$ cat config.mk
export PLATFORM = sky130hd
export DESIGN_NAME = zorro_rr_arbiter
export DESIGN_NICKNAME = d
export VERILOG_FILES = /design/src/rtl/zorro_rr_arbiter.sv
export SDC_FILE = /design/constraint.sdc
export NUM_CORES = 1
export LEC_CHECK = 0
export ABC_AREA = 1
export ABC_CLOCK_PERIOD_IN_PS = 2700
export BUFFER_PORTS_ARGS = -buffer_cell sky130_fd_sc_hd__buf_2
export CORE_MARGIN = 8
export CORE_UTILIZATION = 35
export DETAILED_ROUTE_END_ITERATION = 8
export SETUP_SLACK_MARGIN = 0.3
export SYNTH_ARGS = -nofsm -noshare
export SYNTH_HDL_FRONTEND = slang
export SYNTH_SLANG_ARGS = --single-unit
$ cat constraint.sdc
create_clock -name C7M -period 2.7 [get_ports C7M]
set_input_delay 0.27 -clock C7M [delete_from_list [all_inputs] [get_ports C7M]]
set_output_delay 0.27 -clock C7M [all_outputs]
set_load 0.1 [all_outputs]
$ cat src/rtl/zorro_rr_arbiter.sv
// -----------------------------------------------------------------------------
// zorro_rr_arbiter
//
// Round-robin bus-master arbiter for the A2000 Zorro II slot DMA requests.
// Collects the active-low slot bus requests and raises one 68000 bus request.
// It then hands the CPU's bus grant to exactly one slot and tracks that slot's
// tenure through BGACKn. A grant the slot never acknowledges is withdrawn.
// Slot priority rotates: the most recently served slot goes to the back of the
// queue. This replaces the fixed slot-1-first scheme.
//
// Slot numbering: slot s (1..NSLOTS) uses bit s-1 of BRn and BGn.
//
// Parameters
//   NSLOTS        number of Zorro slots arbitrated (1..7)
//   GRANT_TIMEOUT C7M cycles a slot may hold BGn without asserting BGACKn
//   TENURE_LIMIT  C7M cycles of ownership before HOG pulses; 0 disables HOG
//   CW            width of the grant and tenure counters
//
// Ports
//   C7M      in   7.09 MHz system clock; all state changes on its rising edge
//   RESET    in   asynchronous, active-high; clears all state immediately
//   BRn      in   [NSLOTS] slot bus requests, active-low, asynchronous
//   CPU_BGn  in   68000 bus grant, active-low, asynchronous
//   BGACKn   in   bus grant acknowledge, active-low, asynchronous
//   CPU_BRn  out  bus request to the 68000, active-low
//   BGn      out  [NSLOTS] per-slot bus grant, active-low, at most one low
//   OWNER    out  [3] slot being served (1..NSLOTS); 0 when idle
//   BUSY     out  high whenever the arbiter is not idle
//   TIMEOUT  out  one-cycle pulse when a grant is withdrawn unacknowledged
//   HOG      out  one-cycle pulse when a tenure reaches TENURE_LIMIT cycles
// -----------------------------------------------------------------------------
module zorro_rr_arbiter #(
  parameter int NSLOTS        = 5,
  parameter int GRANT_TIMEOUT = 16,
  parameter int TENURE_LIMIT  = 255,
  parameter int CW            = 8
) (
  input  logic              C7M,
  input  logic              RESET,
  input  logic [NSLOTS-1:0] BRn,
  input  logic              CPU_BGn,
  input  logic              BGACKn,
  output logic              CPU_BRn,
  output logic [NSLOTS-1:0] BGn,
  output logic [2:0]        OWNER,
  output logic              BUSY,
  output logic              TIMEOUT,
  output logic              HOG
);

  typedef enum logic [1:0] {
    IDLE,   // waiting for any slot request
    REQ,    // CPU bus request raised for the latched winner
    GRANT,  // winner holds BGn, waiting for BGACKn
    OWNED   // winner owns the bus until BGACKn rises
  } state_t;

  localparam logic [CW-1:0] GRANT_LAST = CW'(GRANT_TIMEOUT - 1);
  localparam logic [CW-1:0] TENURE_CAP = CW'(TENURE_LIMIT);
  localparam bit            HOG_EN     = (TENURE_LIMIT != 0);
  localparam logic [2:0]    LAST_SLOT  = 3'(NSLOTS);

  // ---------------------------------------------------------------------------
  // Input synchronisers: two flops per asynchronous input.
  // ---------------------------------------------------------------------------
  logic [NSLOTS-1:0] brn_meta, brn_sync;
  logic              bg_meta,  bg_sync;
  logic              ack_meta, ack_sync;

  // NOTE: sequential state is written with non-blocking assignments only, so
  // every flop samples the pre-edge value of the flop before it; blocking
  // assignments here would collapse the two synchroniser stages into one.
  // The synchronisers reset to the inactive (high) level so that a request
  // present during reset cannot act until it has passed both stages again.
  always_ff @(posedge C7M or posedge RESET) begin
    if (RESET) begin
      brn_meta <= '1;
      brn_sync <= '1;
      bg_meta  <= 1'b1;
      bg_sync  <= 1'b1;
      ack_meta <= 1'b1;
      ack_sync <= 1'b1;
    end else begin
      brn_meta <= BRn;
      brn_sync <= brn_meta;
      bg_meta  <= CPU_BGn;
      bg_sync  <= bg_meta;
      ack_meta <= BGACKn;
      ack_sync <= ack_meta;
    end
  end

  // ---------------------------------------------------------------------------
  // State and registered outputs
  // ---------------------------------------------------------------------------
  state_t            state_q,   state_d;
  logic [2:0]        ptr_q,     ptr_d;      // last slot served
  logic [2:0]        win_q,     win_d;      // slot currently being served
  logic [CW-1:0]     gcnt_q,    gcnt_d;     // cycles spent in GRANT
  logic [CW-1:0]     tcnt_q,    tcnt_d;     // cycles spent in OWNED
  logic              cpu_brn_q, cpu_brn_d;
  logic [NSLOTS-1:0] bgn_q,     bgn_d;
  logic [2:0]        owner_q,   owner_d;
  logic              busy_q,    busy_d;
  logic              timeout_q, timeout_d;
  logic              hog_q,     hog_d;

  // Requests as an active-high vector indexed directly by slot number; bit 0
  // and any bits above NSLOTS stay zero so a 3-bit slot number can index it.
  logic [7:0] req_vec;
  always_comb begin
    req_vec             = '0;
    req_vec[NSLOTS:1]   = ~brn_sync;
  end

  // Circular scan starting after the last served slot, wrapping NSLOTS -> 1.
  // win_slot is 0 when nobody is requesting.
  logic [2:0] win_slot;
  always_comb begin
    logic [2:0] scan;
    win_slot = '0;
    scan     = ptr_q;
    for (int k = 0; k < NSLOTS; k++) begin
      scan = (scan == LAST_SLOT) ? 3'd1 : scan + 3'd1;
      if (win_slot == 3'd0 && req_vec[scan]) win_slot = scan;
    end
  end

  // One-hot grant for the latched winner, same slot-number indexing.
  logic [7:0] grant_vec;
  assign grant_vec = 8'd1 << win_q;

  // Tenure counter saturates instead of wrapping, so a long tenure can never
  // pass TENURE_LIMIT a second time.
  logic [CW-1:0] tcnt_inc;
  assign tcnt_inc = (tcnt_q == '1) ? tcnt_q : tcnt_q + CW'(1);

  // NOTE: every signal driven here gets a default before the case statement;
  // a path that leaves one unassigned would infer a latch.
  always_comb begin
    state_d   = state_q;
    ptr_d     = ptr_q;
    win_d     = win_q;
    gcnt_d    = gcnt_q;
    tcnt_d    = tcnt_q;
    cpu_brn_d = cpu_brn_q;
    bgn_d     = bgn_q;
    owner_d   = owner_q;
    timeout_d = 1'b0;
    hog_d     = 1'b0;

    unique case (state_q)
      IDLE: begin
        if (win_slot != 3'd0) begin
          win_d     = win_slot;
          owner_d   = win_slot;
          cpu_brn_d = 1'b0;
          state_d   = REQ;
        end
      end

      REQ: begin
        // A withdrawn request abandons the cycle without moving the pointer,
        // so the same slot keeps its place in the rotation.
        if (!req_vec[win_q]) begin
          cpu_brn_d = 1'b1;
          owner_d   = '0;
          state_d   = IDLE;
        end else if (!bg_sync) begin
          bgn_d   = ~grant_vec[NSLOTS:1];
          gcnt_d  = '0;
          state_d = GRANT;
        end
      end

      GRANT: begin
        // Acknowledge is tested first so it wins over a coincident timeout.
        if (!ack_sync) begin
          bgn_d     = '1;
          cpu_brn_d = 1'b1;
          tcnt_d    = '0;
          state_d   = OWNED;
        end else if (gcnt_q == GRANT_LAST) begin
          bgn_d     = '1;
          cpu_brn_d = 1'b1;
          timeout_d = 1'b1;
          ptr_d     = win_q;
          owner_d   = '0;
          state_d   = IDLE;
        end else begin
          gcnt_d = gcnt_q + CW'(1);
        end
      end

      OWNED: begin
        tcnt_d = tcnt_inc;
        // Pulse only on the transition onto the limit: once per tenure.
        if (HOG_EN && tcnt_inc == TENURE_CAP && tcnt_q != TENURE_CAP) begin
          hog_d = 1'b1;
        end
        if (ack_sync) begin
          ptr_d   = win_q;
          owner_d = '0;
          state_d = IDLE;
        end
      end

      default: begin
        state_d = IDLE;
      end
    endcase

    busy_d = (state_d != IDLE);
  end

  always_ff @(posedge C7M or posedge RESET) begin
    if (RESET) begin
      state_q   <= IDLE;
      ptr_q     <= LAST_SLOT;   // slot 1 is first in line after reset
      win_q     <= '0;
      gcnt_q    <= '0;
      tcnt_q    <= '0;
      cpu_brn_q <= 1'b1;
      bgn_q     <= '1;
      owner_q   <= '0;
      busy_q    <= 1'b0;
      timeout_q <= 1'b0;
      hog_q     <= 1'b0;
    end else begin
      state_q   <= state_d;
      ptr_q     <= ptr_d;
      win_q     <= win_d;
      gcnt_q    <= gcnt_d;
      tcnt_q    <= tcnt_d;
      cpu_brn_q <= cpu_brn_d;
      bgn_q     <= bgn_d;
      owner_q   <= owner_d;
      busy_q    <= busy_d;
      timeout_q <= timeout_d;
      hog_q     <= hog_d;
    end
  end

  assign CPU_BRn = cpu_brn_q;
  assign BGn     = bgn_q;
  assign OWNER   = owner_q;
  assign BUSY    = busy_q;
  assign TIMEOUT = timeout_q;
  assign HOG     = hog_q;

  // ---------------------------------------------------------------------------
  // Bus-protocol invariants
  // ---------------------------------------------------------------------------
  a_one_grant: assert property (@(posedge C7M) disable iff (RESET)
    $onehot0(~bgn_q));

  a_grant_only_in_grant: assert property (@(posedge C7M) disable iff (RESET)
    (bgn_q != '1) |-> (state_q == GRANT));

  a_cpu_br_scope: assert property (@(posedge C7M) disable iff (RESET)
    (!cpu_brn_q) |-> (state_q == REQ || state_q == GRANT));

endmodule
======== Word-level counts from Yosys, hierarchy flattened ========
Index checks and enable logic that the tools add are counted.
word-level totals
  register bits ........................... 50
  bits of input ports ..................... 9
  output and inout bits ................... 12
  logic and storage cells ................. 139
cells by class
  $add $sub $neg .......................... 7
  $lt $le $gt $ge ......................... 6
  equality and inequality tests ........... 22
  shifts and indexed selects .............. 1
  multiplexer cells ....................... 62
  bitwise operators ....................... 2
  reduce and logical (&&, ||, !) cells .... 22
operators with widths
  operator               count
  $mux W3                18
  $mux W8                6
  $pmux W8 S2            2
  $lt A3 B4 Y1 const B   6
  $mux W5                4
  $bmux W1 S3            6
  $ne A2 B2 Y1 const B   9
  $add A8 B1 Y8 const B  2
  $eq A8 B8 Y1 const B   2
  $add A3 B1 Y3 const B  5
  $eq A3 B3 Y1 const B   5
  $mux W1                15
  $logic_not A3 Y1       4
  $mux W2                6
  $pmux W3 S4            1
  $reduce_and A4 Y1      3
  $not A5 Y5             2
  $pmux W5 S2            1
  $reduce_and A5 Y1      2
  $eq A8 B4 Y1 const B   1
  $ne A8 B8 Y1 const B   1
  $pmux W2 S4            1
  $pmux W3 S2            1
  $reduce_bool A2 Y1     3
  other kinds (9)        16

======== Longest topological paths before layout ========
  word-level depth ........................ 21
  depth in mapped cells ................... 24
  gate-level depth less buffers ........... 24

======== Worst setup path before layout ========
No wires, ideal clock.
  path type ............................... register -> register
  start point ............................. register ptr_q[0]
  end point ............................... register owner_q[0], in the netlist OWNER[0]
  setup time .............................. 122 ps
  data arrival time ....................... 2355 ps
  required time ........................... 2578 ps
  setup slack ............................. 222 ps
  stages on the path, launching flop included .. 22
  path buffers ............................ 0
  clock period less this slack ............ 2478 ps
  path through ............................ dfstp_2 > inv_2 > nand2_2 > nand2_1 > nand3_2 > nand3_1 > a31oi_4 > nand3_1 > nor2_2 > nand2_1 > nand2_1 > nor2_2 > nand3_1 > nand2_2 > nor2_4 > nand3_1 > nand2_2 > nor2_4 > nand3_2 > nand2_2 > nand2_1 > nand2_1
on the way
  longest elaborated chain between the ends .. 20
  elaborated cells on any way between the ends .. 43
  classes of those cells .................. 5 x add/sub; 6 x eq/ne; 22 x mux; 10 x reduce/logical
RTL lines
  element                                                                 RTL line  RTL
  start: declaration                                                      97        logic [2:0] ptr_q, ptr_d;
  start signal: assignment                                                231       ptr_q <= ptr_d;
  $add A3 B1 Y3 or $eq A3 B3 Y1 (tied branches)                           124       scan = (scan == LAST_SLOT) ? 3'd1 : scan + 3'd1;
  $mux W3 *                                                               124
  parallel branches: the longest is 14 deep, another holds $add A3 B1 Y3  -
  $mux W3 *                                                               125       if (win_slot == 3'd0 && req_vec[scan]) win_slot = scan;
  $reduce_bool A3 Y1                                                      154       if (win_slot != 3'd0) begin
  $ne A2 B2 Y1 (no line)                                                  -
  $reduce_and A5 Y1 (no line)                                             -
  end signal: assignment                                                  237       owner_q <= owner_d;
  end: declaration                                                        103       logic [2:0] owner_q, owner_d;
Every way passes the cells marked *. The select of a mux whose other input is x is not followed.
A chain may end at the register's enable or synchronous reset.

======== Worst setup path after layout ========
  start point ............................. register ptr_q[0]
  end point ............................... register win_q[2]
on the way
  longest elaborated chain between the ends .. 19
  elaborated cells on any way between the ends .. 40
  classes of those cells .................. 5 x add/sub; 5 x eq/ne; 20 x mux; 10 x reduce/logical
RTL lines
  element                                                                 RTL line  RTL
  $add A3 B1 Y3 or $eq A3 B3 Y1 (tied branches)                           124
  $mux W3 *                                                               124
  parallel branches: the longest is 14 deep, another holds $add A3 B1 Y3  -
  $mux W3 *                                                               125
  $reduce_bool A3 Y1                                                      154
  $reduce_and A2 Y1 (no line)                                             -
  end signal: assignment                                                  232       win_q <= win_d;
  end: declaration                                                        98        logic [2:0] win_q, win_d;
Marks and branches as above.

==> results by group <==
STA
  • Setup_tns: -0.0371 ns
  • Tmin final: 2.71 ns
  • Slew Viols, Final: 0
  • Fin Hold WS: 0.0553 ns
  • Max Fclk: 368 MHz
  • Worst setup margin: -0.0145 ns
  • Final setup vio count: 6
  • Tcrit/Tclk final: 101%
  • Actual slew at the worst max-slew pin: 0.858 ns
  • Final Skew: 0.00816 ns
  • RSZ-0062 raised after global routing: true
  • Max-slew headroom: 42.7%
  • Fin. Hold Viols: 0

Synth
  • Post-synthesis register bit count: 50
  • Yosys warning total: 0
  • Asr flop ratio synth: 100%
  • Top cells by area, synth: dfrtp_1, dfstp_2, nand2_1
  • Cell Area, Synth: 0.00291 sq mm
  • Post-synth EDFFs: 0
  • Top cell type's share of synthesized area: 24.1%
  • Yosys cell types: 33
  • Most frequent cell after synthesis: nand2_1
  • Cells after Synth: 379
  • Syn Nets: 395
  • Synthesized area per cell: 7.67 sq um
  • Yosys top cell by area: dfrtp_1
  • Top cells by count, synth: nand2_1, inv_1, nand3_1
  • Seq/Total Area, Yosys: 44.0%
  • Top_reg_cell synth: dfrtp_1

Finish
  • Post-route insts no fill: 545
  • FF/Latch Area: 0.00128 sq mm
  • Final core occ: 45.1%
  • Fillers: 795
  • Multi-input gate area: 0.00151 sq mm
  • Layout area overhead: 26.1%
  • Final #Nets: 455
  • # diodes: 0
  • Share of cells above drive strength 1: 32.7%

Route
  • Pre-antenna DRT Iters: 4
  • Via count: 2619
  • DR iter-0 viols: 115
  • Post-route ant nets: 0
  • DR vias/cell: 4.81
  • # DRC: 0
  • Avg WL per Cell: 12.7 um
  • Post-Route WL: 6.95 mm

Global routing
  • Vias in the first global route: 2758
  • First-pass GRT wire length: 12.3 mm
  • GRT Overall Usage: 12.9%
  • Antenna violations before repair: 0
  • Largest net degree at the start of global routing: 43
  • Gr ovfl total: 0

Worst setup path
  • Startpoint type of the worst setup path: register
  • Worst Path Arrival: 2.92 ns
  • CP endpoint kind: register
  • Largest fanout on the critical path: 7
  • Worst Path Required: 2.90 ns
  • Worst Path Class, Setup: reg2reg

Flow run
  • Maxcap violations: 0

Floorplan
  • Die X: 107 um
  • Starting Density: 35.7%
  • DIE AREA: 0.0115 sq mm
  • Number of top-level pins: 21
  • FP Rows: 33
  • Die Y: 107 um
  • Core region area: 0.00813 sq mm

Clock tree
  • Clk sinks: 50
  • CTS tree: done
  • Hold-fix buffers at CTS: 0
  • CTS H-tree depth: 2
  • Reg clk slew, reported paths: 0.10 ns
  • Max clock buf depth: 2
  • Clk root buf: clkbuf_8
  • Clk Latency, worst-skew pair: 0.30 ns
  • CTS Buf Count: 5

Placed design
  • Post-DP HPWL: 5.09 mm
  • Routability cong.: 0.883
  • PortBufs: 20
  • Placed Instances: 522

Status
  • Failing checks: setup timing
  • Status: complete, but fails checks

Worst hold path
  • Worst Hold Class: in2reg
-- flip-flops by register name (all words and copies together) (netlist names), 2 cells and up --
signal	count
brn_sync	5
ptr_q	3
win_q	3
tcnt_q	8
state_q	2
BGn	5
OWNER	3
brn_meta	5
gcnt_q	8
-- routing by layer --
metal	part of all wire (%)	vias to the layer above	routed length (um)	track usage, %
met3	1.6	13	114	2.40
met1	43	1243	2990	14.2
met2	53	19	3680	23.5
met5	0	-	0	0
li1	-	1344	-	-
met4	2.3	0	163	6.13
-- critical path, cell delays in order (launching register included) --
cell and delay (ns):
dfstp_2 0.64, inv_4 0.09, nand2_4 0.11, nand2_2 0.10, nand3_4 0.12, nand3_2 0.09, a31oi_4 0.19, nand3_2 0.11
nor2_4 0.13, nand2_1 0.07, nand2_2 0.07, nor2_2 0.05, nand3_1 0.12, nand2_2 0.07, nor2_4 0.15, nand3_2 0.08
nand2_2 0.09, inv_4 0.05, nand2_2 0.08, nand2_2 0.07, nand2_1 0.08, nand2_1 0.05
-- kinds of logic after synthesis --
logic type | after synthesis | share of synthesized area, %
XOR/XNOR | 5 | 1.51
AO/OA/AOI/OAI | 59 | 12.7
buffers and inverters | 71 | 9.17
AND/OR/NAND/NOR | 187 | 29.6
flip-flops | 50 | 44.0
adder cells (fa/ha/maj) | 7 | 3.01
-- cell usage in the layout, fill, tap and decap left out, types with 9 or more instances in the layout --
master   instances
inv_1           63
buf_2           20
o21ai_0         14
nand3_1         23
nor2_1          27
dfrtp_1         27
nor3_1           9
a21oi_1         13
buf_4           34
nand2_2         25
nand2_1         73
dfstp_2         22
-- what timing repair did --
item,4_1_cts,5_1_grt
setup buffers,12,3
pin swaps,8,10
endpoints found under the setup margin,10,13
hold endpoints to repair,0,0
gates resized for setup,30,10
-- path summary, 6_finish.rpt --
| check | slack, ns | endpoint | cells past startpoint | from |
|---|---|---|---|---|
| setup / recovery | -0.01 | win_q[2] | 21 | ptr_q[0] |
| hold / removal | 0.06 | brn_meta[4] | 1 | BRn[4] |
| setup reg to reg | -0.01 | win_q[2] | 21 | ptr_q[0] |
| hold reg to reg | 0.36 | brn_sync[3] | 0 | brn_meta[3] |
| max in group asynchronous | 1.84 | brn_sync[1] | 3 | RESET |
| min in group asynchronous | 0.14 | HOG | 2 | RESET |
-- area by class of cell --
class / instances / share of cell area [%]
clock inverters: 2 / 0.341
flip-flops and latches: 50 / 34.9
multi-input cells: 258 / 41.2
inverters: 69 / 7.34
clock buffers: 6 / 2.56
well taps: 105 / 3.58
repair buffers: 55 / 10.0
-- through the flow --
step	setup WS, ns	cell area, sq um
after floorplan	0.239	2920
after global placement	-0.0681	3290
after detailed placement	-0.0812	3290
after CTS	0.0455	3600
after global routing	-0.255	3660
final	-0.0145	3660
Power is left out: the tool's default activity adds up to more than one toggle a clock period on the data nets, which glitch-free logic cannot reach.
